### config.mk
export PLATFORM = sky130hd
export DESIGN_NAME = counter_param_flat
export DESIGN_NICKNAME = d
export VERILOG_FILES = /design/src/rtl/counter_pkg.sv /design/src/rtl/counter_param_if.sv /design/src/rtl/counter_next_val.sv /design/src/rtl/counter_param.sv /design/src/flat_wrapper.sv
export SDC_FILE = /design/constraint.sdc
export NUM_CORES = 1
export LEC_CHECK = 0
export ABC_AREA = 1
export ABC_CLOCK_PERIOD_IN_PS = 6020
export CORE_MARGIN = 2
export CORE_UTILIZATION = 29
export CTS_CLUSTER_SIZE = 12
export DETAILED_ROUTE_END_ITERATION = 8
export PLACE_DENSITY_LB_ADDON = 0.2
export SYNTH_ARGS = -nofsm -noshare
export SYNTH_HDL_FRONTEND = slang
export SYNTH_SLANG_ARGS = --single-unit
### constraint.sdc
create_clock -name CLK -period 6.02 [get_ports CLK]
set_clock_uncertainty 0.1 [all_clocks]
set_input_delay 1.204 -clock CLK [delete_from_list [all_inputs] [get_ports CLK]]
set_output_delay 1.204 -clock CLK [all_outputs]
set_load 0.03 [all_outputs]
### src/rtl/counter_pkg.sv
// Shared definitions for the parametrised counter: mode encodings and the
// segment-count helper used by the interface, datapath and register stage.
package counter_pkg;

   // Counter operating modes as carried on MODO.
   typedef enum logic [1:0] {
      MODE_UP   = 2'b00,
      MODE_DOWN = 2'b01,
      MODE_STEP = 2'b10,
      MODE_LOAD = 2'b11
   } mode_e;

   // Number of SEG_W-wide segments reported on SEG_RCO.
   function automatic int unsigned calc_nseg(input int unsigned width,
                                             input int unsigned seg_w);
      return width / seg_w;
   endfunction

endpackage : counter_pkg

### src/rtl/counter_param_if.sv
// Control/data bundle between a counter user and counter_param. The user
// (master) drives enable, mode and load data; the counter (slave) returns
// the count, the wrap flags and the lookahead terminal-count.
interface counter_param_if
   import counter_pkg::*;
#(
   parameter int unsigned WIDTH = 16,
   parameter int unsigned SEG_W = 4
);
   localparam int unsigned NSEG = calc_nseg(WIDTH, SEG_W);

   logic             ENB;
   logic [1:0]       MODO;
   logic [WIDTH-1:0] D;
   logic [WIDTH-1:0] Q;
   logic             RCO;
   logic [NSEG-1:0]  SEG_RCO;
   logic             TC;

   modport master (
      output ENB, MODO, D,
      input  Q, RCO, SEG_RCO, TC
   );

   modport slave (
      input  ENB, MODO, D,
      output Q, RCO, SEG_RCO, TC
   );

endinterface : counter_param_if

### src/rtl/counter_next_val.sv
// Combinational datapath of the counter: from the current value, mode and
// load data it produces the next value, the per-segment wrap vector and the
// raw (ungated) full-width wrap used for TC.
module counter_next_val
   import counter_pkg::*;
#(
   parameter int unsigned WIDTH    = 16,
   parameter int unsigned SEG_W    = 4,
   parameter int unsigned DEC_STEP = 3,
   localparam int unsigned NSEG    = calc_nseg(WIDTH, SEG_W)
) (
   input  logic [WIDTH-1:0] q,
   input  logic [1:0]       modo,
   input  logic [WIDTH-1:0] d,
   output logic [WIDTH-1:0] q_next,
   output logic [NSEG-1:0]  seg_wrap,
   output logic             tc_raw
);

   // Step amount, truncated to the counter width, with a zero carry bit.
   localparam logic [WIDTH-1:0] STEP_T = WIDTH'(DEC_STEP);
   localparam logic [WIDTH:0]   STEP_X = {1'b0, STEP_T};

   logic [WIDTH:0] ext;

   // Full-width arithmetic in WIDTH+1 bits; the top bit is the carry/borrow.
   always_comb begin
      ext = {1'b0, q};
      unique case (mode_e'(modo))
         MODE_UP:   ext = {1'b0, q} + (WIDTH+1)'(1);
         MODE_DOWN: ext = {1'b0, q} - (WIDTH+1)'(1);
         MODE_STEP: ext = {1'b0, q} - STEP_X;
         MODE_LOAD: ext = {1'b0, d};
         default:   ext = {1'b0, q};
      endcase
   end

   assign q_next = ext[WIDTH-1:0];
   assign tc_raw = ext[WIDTH];

   for (genvar k = 0; k < NSEG; k++) begin : g_seg
      localparam int unsigned LW = (k + 1) * SEG_W;

      logic [LW-1:0]  lk;
      logic [WIDTH:0] lk_ext;
      logic [WIDTH:0] lk_dec;
      logic           wrap_k;

      assign lk     = q[LW-1:0];
      assign lk_ext = (WIDTH+1)'(lk);
      assign lk_dec = lk_ext - STEP_X;

      // Wrap of the low LW bits: all-ones going up, zero going down, and
      // a borrow when the low slice is smaller than the step.
      always_comb begin
         wrap_k = 1'b0;
         unique case (mode_e'(modo))
            MODE_UP:   wrap_k = (lk == '1);
            MODE_DOWN: wrap_k = (lk == '0);
            MODE_STEP: wrap_k = lk_dec[WIDTH];
            MODE_LOAD: wrap_k = 1'b0;
            default:   wrap_k = 1'b0;
         endcase
      end

      assign seg_wrap[k] = wrap_k;
   end

endmodule : counter_next_val

### src/rtl/counter_param.sv
// Parametrised synchronous up/down/step/load counter. All state updates on
// the single CLK edge; this level holds only the registers, the async reset
// and the enable gating around the counter_next_val datapath.
module counter_param
   import counter_pkg::*;
#(
   parameter int unsigned WIDTH    = 16,
   parameter int unsigned SEG_W    = 4,
   parameter int unsigned DEC_STEP = 3
) (
   input  logic                  CLK,
   input  logic                  RST_N,
   counter_param_if.slave        bus
);

   localparam int unsigned NSEG = calc_nseg(WIDTH, SEG_W);

   if ((WIDTH % SEG_W) != 0) begin : g_bad_seg_w
      $error("counter_param: WIDTH must be a multiple of SEG_W");
   end
   if (DEC_STEP == 0) begin : g_bad_dec_step
      $error("counter_param: DEC_STEP must be non-zero");
   end

   logic [WIDTH-1:0] q_q, q_d;
   logic             rco_q, rco_d;
   logic [NSEG-1:0]  seg_rco_q, seg_rco_d;

   logic [WIDTH-1:0] q_next;
   logic [NSEG-1:0]  seg_wrap;
   logic             tc_raw;

   counter_next_val #(
      .WIDTH    (WIDTH),
      .SEG_W    (SEG_W),
      .DEC_STEP (DEC_STEP)
   ) u_next_val (
      .q        (q_q),
      .modo     (bus.MODO),
      .d        (bus.D),
      .q_next   (q_next),
      .seg_wrap (seg_wrap),
      .tc_raw   (tc_raw)
   );

   // Enable gating: hold the count and clear the wrap pulses when disabled.
   always_comb begin
      q_d       = q_q;
      seg_rco_d = '0;
      if (bus.ENB) begin
         q_d       = q_next;
         seg_rco_d = seg_wrap;
      end
      rco_d = seg_rco_d[NSEG-1];
   end

   // State registers with asynchronous active-low reset.
   always_ff @(posedge CLK or negedge RST_N) begin
      if (!RST_N) begin
         q_q       <= '0;
         rco_q     <= 1'b0;
         seg_rco_q <= '0;
      end else begin
         q_q       <= q_d;
         rco_q     <= rco_d;
         seg_rco_q <= seg_rco_d;
      end
   end

   assign bus.Q       = q_q;
   assign bus.RCO     = rco_q;
   assign bus.SEG_RCO = seg_rco_q;
   assign bus.TC      = bus.ENB & tc_raw;

endmodule : counter_param

### src/flat_wrapper.sv
// flat-port wrapper written by rule: the top's interface ports become plain ports
module counter_param_flat import counter_pkg::*;
#(
   parameter int unsigned WIDTH    = 16,
   parameter int unsigned SEG_W    = 4,
   parameter int unsigned DEC_STEP = 3
)
  (CLK, RST_N, bus_ENB, bus_MODO, bus_D, bus_Q, bus_RCO, bus_SEG_RCO, bus_TC);
  counter_param_if #(.WIDTH(WIDTH), .SEG_W(SEG_W)) bus_i ();
  input  logic CLK;
  input  logic RST_N;
  input wire logic [$bits(bus_i.ENB)-1:0] bus_ENB;
  input wire logic [$bits(bus_i.MODO)-1:0] bus_MODO;
  input wire logic [$bits(bus_i.D)-1:0] bus_D;
  output wire logic [$bits(bus_i.Q)-1:0] bus_Q;
  output wire logic [$bits(bus_i.RCO)-1:0] bus_RCO;
  output wire logic [$bits(bus_i.SEG_RCO)-1:0] bus_SEG_RCO;
  output wire logic [$bits(bus_i.TC)-1:0] bus_TC;
  assign bus_i.ENB = bus_ENB;
  assign bus_i.MODO = bus_MODO;
  assign bus_i.D = bus_D;
  assign bus_Q = bus_i.Q;
  assign bus_RCO = bus_i.RCO;
  assign bus_SEG_RCO = bus_i.SEG_RCO;
  assign bus_TC = bus_i.TC;
  counter_param #(.WIDTH(WIDTH), .SEG_W(SEG_W), .DEC_STEP(DEC_STEP)) u_core (.CLK(CLK), .RST_N(RST_N), .bus(bus_i));
endmodule
==> load_flow_metrics.sql <==
INSERT INTO impl_metrics (metric_group, metric, value, unit) VALUES
('run_status', 'status', 'finished clean', ''),
('die', 'fp-row-count', '33', ''),
('logic_synthesis', 'synth_fp_nets', '440', ''),
('flow_run', 'count_of_max_cap_constraint_violations', '0', ''),
('logic_synthesis', 'cell_type_with_the_largest_total_area_after_synthesis', 'sky130_fd_sc_hd__dfrtp_1', ''),
('drt', 'firstDrtPassIters', '5', ''),
('critical_path', 'worst_path_cell_chain', 'clkdlybuf4s50_1 -> inv_2 -> nand2_4 -> buf_4 -> nand2_1 -> nand2_1 -> nand2_1 -> nor2_2 -> and2_1 -> nand3_1 -> nand2_1 -> nor2_1 -> nor2_1 -> clkdlybuf4s50_1', ''),
('power_and_ir_drop', 'ir_drop', '0.0935', 'mV'),
('global_routing', 'globalRoute.totalOverflow', '0', ''),
('clock_network', 'cts-root-to-sink-buffers', '2', ''),
('critical_path', 'crit-reg2reg-capture', 'u_core.bus.Q[14]', ''),
('placement', 'dp.final_hpwl', '6020', 'µm'),
('critical_path', 'critical_path.slowest_cell', 'sky130_fd_sc_hd__clkdlybuf4s50_1', ''),
('layout', 'flow.area_growth_from_synthesis', '23.5', '%'),
('drt', 'route.vias.total', '2748', ''),
('global_routing', 'antenna_found_initial', '0', ''),
('die', 'num_io_pins', '43', ''),
('global_routing', 'grtUsageTotal', '0.187', ''),
('critical_path', 'crit_top_cell', 'sky130_fd_sc_hd__nand2_1', ''),
('placement', 'routabilityCongestion', '0.943', ''),
('die', 'starting_density', '0.296', ''),
('drt', 'drt_first_iter_violations', '231', ''),
('logic_synthesis', 'postSynthRegisterBits', '20', ''),
('drt', 'wl_per_cell', '14.1', 'µm'),
('global_routing', 'grt_start_max_net_pins', '29', ''),
('timing', 'timing_max_transition_violations_final', '0', ''),
('layout', 'final_net_count', '478', ''),
('global_routing', 'grt_first_pass_wirelength', '13100', 'µm'),
('critical_path', 'slowest_delay', '0.68', 'ns'),
('min_path', 'hold_path_depth', '2', ''),
('clock_network', 'post_cts_buffers', '0', ''),
('logic_synthesis', 'post_synth_num_cell_types', '39', ''),
('timing', 'rsz_0062_raised_after_global_routing', 'no', ''),
('timing', 'achievable-frequency', '181', 'MHz'),
('die', 'core', '8090', 'µm²'),
('critical_path', 'worst-r2r-setup-slack', '3.75', 'ns'),
('critical_path', 'critical_path.top_delay_family', 'buffers and inverters', ''),
('clock_network', 'hold_buffers', '0', ''),
('critical_path', 'r2r-start', 'u_core.bus.Q[6]', ''),
('min_path', 'worstHoldEndpoint', 'u_core.bus.Q[9]', ''),
('logic_synthesis', 'synth.top_cells.by_area', 'sky130_fd_sc_hd__dfrtp_1 21%, sky130_fd_sc_hd__nand2_1 19%, sky130_fd_sc_hd__inv_1 9.4%', ''),
('logic_synthesis', 'synth_async_sr_flop_share', '1.00', ''),
('drt', 'antenna_violating_nets_post_route', '0', ''),
('die', 'fp.dieArea', '9000', 'µm²'),
('logic_synthesis', 'ys_dominant_reg_cell', 'sky130_fd_sc_hd__dfrtp_1', ''),
('critical_path', 'critical_path_cell_count', '14', ''),
('logic_synthesis', 'synth_top_cells_by_count', '124 x sky130_fd_sc_hd__nand2_1, 60 x sky130_fd_sc_hd__inv_1, 48 x sky130_fd_sc_hd__nor2_1', ''),
('min_path', 'hold_path_class', 'register to register', ''),
('timing', 'period_minus_slack', '5.54', 'ns'),
('clock_network', 'numCtsBuffers', '3', ''),
('clock_network', 'clock_sinks', '20', ''),
('clock_network', 'clock_insertion_delay_worst_skew', '0.28', 'ns'),
('clock_network', 'clk_root_buffer_cell', 'sky130_fd_sc_hd__clkbuf_8', ''),
('layout', 'insertedDiodeCount', '0', ''),
('logic_synthesis', 'postSynthAreaPerCell', '5.76', 'µm²'),
('logic_synthesis', 'yosys.cell_count.top_type', 'sky130_fd_sc_hd__nand2_1', ''),
('die', 'chip_height', '94.9', 'µm'),
('clock_network', 'tritoncts', 'built', ''),
('clock_network', 'cts_max_level', '1', ''),
('timing', 'setup-violations-final', '0', ''),
('critical_path', 'cp_bufs_invs', '4', ''),
('clock_network', 'post_cts_resize_count', '0', ''),
('placement', 'port_buffers', '42', ''),
('power_and_ir_drop', 'leakagePower', '1.45', 'nW'),
('power_and_ir_drop', 'total_power', '0.687', 'mW'),
('critical_path', 'maximum_fanout_along_the_worst_path', '24', ''),
('critical_path', 'worstSetupEndpointType', 'primary output', ''),
('logic_synthesis', 'synth_top_cell_area_share', '0.209', ''),
('power_and_ir_drop', 'power_per_cell_area', '233', 'nW/µm²'),
('timing', 'slew_headroom', '0.319', ''),
('timing', 'report.final.hold_viol_count', '0', '');
-- power by group --
| part | leakage, nW | internal, mW | total (mW) | switching (mW) |
|---|---|---|---|---|
| registers | 0.237 | 0.154 | 0.194 | 0.0400 |
| clock network | 0.0357 | 0.0891 | 0.148 | 0.0589 |
| logic | 1.18 | 0.124 | 0.346 | 0.222 |
-- registers in the layout (all words and copies together), names as in the netlist --
| register | flops |
|---|---|
| u_core.bus.SEG_RCO | 3 |
| u_core.bus.RCO | 1 |
| u_core.bus.Q | 16 |
-- layer usage --
metal | GRT usage | wire length, µm
met5 | 0 | 0
met1 | 0.275 | 3870
met2 | 0.287 | 3480
met4 | 0.0338 | 55
met3 | 0.0319 | 472
-- worst reg2reg max path: stages (launching register included) --
cell and delay [ns]:
sky130_fd_sc_hd__dfrtp_1 0.50, sky130_fd_sc_hd__inv_1 0.20, sky130_fd_sc_hd__nand2_1 0.10, sky130_fd_sc_hd__nor2_1 0.31
sky130_fd_sc_hd__nand2_1 0.23, sky130_fd_sc_hd__nor2_1 0.20, sky130_fd_sc_hd__nand2_1 0.09, sky130_fd_sc_hd__a21oi_1 0.12
sky130_fd_sc_hd__o21ai_0 0.09, sky130_fd_sc_hd__nand2_1 0.08, sky130_fd_sc_hd__nor2_1 0.04, sky130_fd_sc_hd__a21oi_1 0.14
-- layout by cell type (no fill, tap or decap), drive strengths merged --
cell type      instances
nor3                   3
nor4                   2
nand4                  4
bufinv                 1
nor2                  52
buf                    3
nand3                 42
o211ai                 1
o21bai                 1
dfrtp                 20
clkinv                 1
a21oi                 23
or2                    1
a41oi                  4
and2                   1
ha                     3
a32oi                  1
o21ai                 27
clkbuf                 3
clkdlybuf4s50         42
inv                   64
xor2                   4
a31oi                  6
a211oi                 1
nand2                139
a22oi                  2
nand3b                 2
-- how the worst max path moves through the flow --
stage	from	end	slack (ns)
global placement	bus_MODO[1]	bus_TC	0.56
finish	bus_MODO[1]	bus_TC	0.48
detailed placement	bus_MODO[1]	bus_TC	0.51
global route	bus_MODO[1]	bus_TC	0.26
floorplan	bus_MODO[0]	bus_TC	1.74
CTS	bus_MODO[1]	bus_TC	0.50
-- stage by stage --
| stage | setup WS (ns) | std cells | util | hold slack (ns) | area [µm²] |
|---|---|---|---|---|---|
| floorplan | 1.74 | 416 | - | 0.631 | 2390 |
| global placement | 0.558 | 554 | 0.357 | 0.536 | 2890 |
| detailed placement | 0.511 | 554 | 0.357 | 0.541 | 2890 |
| CTS | 0.501 | 558 | 0.365 | 0.554 | 2960 |
| global route | 0.255 | 558 | 0.365 | 0.593 | 2960 |
| finish | 0.483 | 558 | 0.365 | 0.551 | 2960 |
-- cell families after synthesis --
group                      Yosys count  synth area share
xor gates and xnor gates             4            0.0209
and+or+nand+nor                    246             0.451
buffers and inverters               77             0.137
adders and majority gates            3            0.0157
AOI/OAI and AO/OA                   66             0.167
DFF                                 20             0.209
-- area by class of cell --
cell class                      instances  area, µm²
Sequential cell                        20        500
Tap cell                              105        131
Fill cell                             926       5140
Timing Repair Buffer                   45        443
Multi-Input combinational cell        319       1570
Inverter                               65        244
Clock buffer                            3       41.3
Clock inverter                          1       30.0
Note: power is estimated with default switching activity, not from simulation.
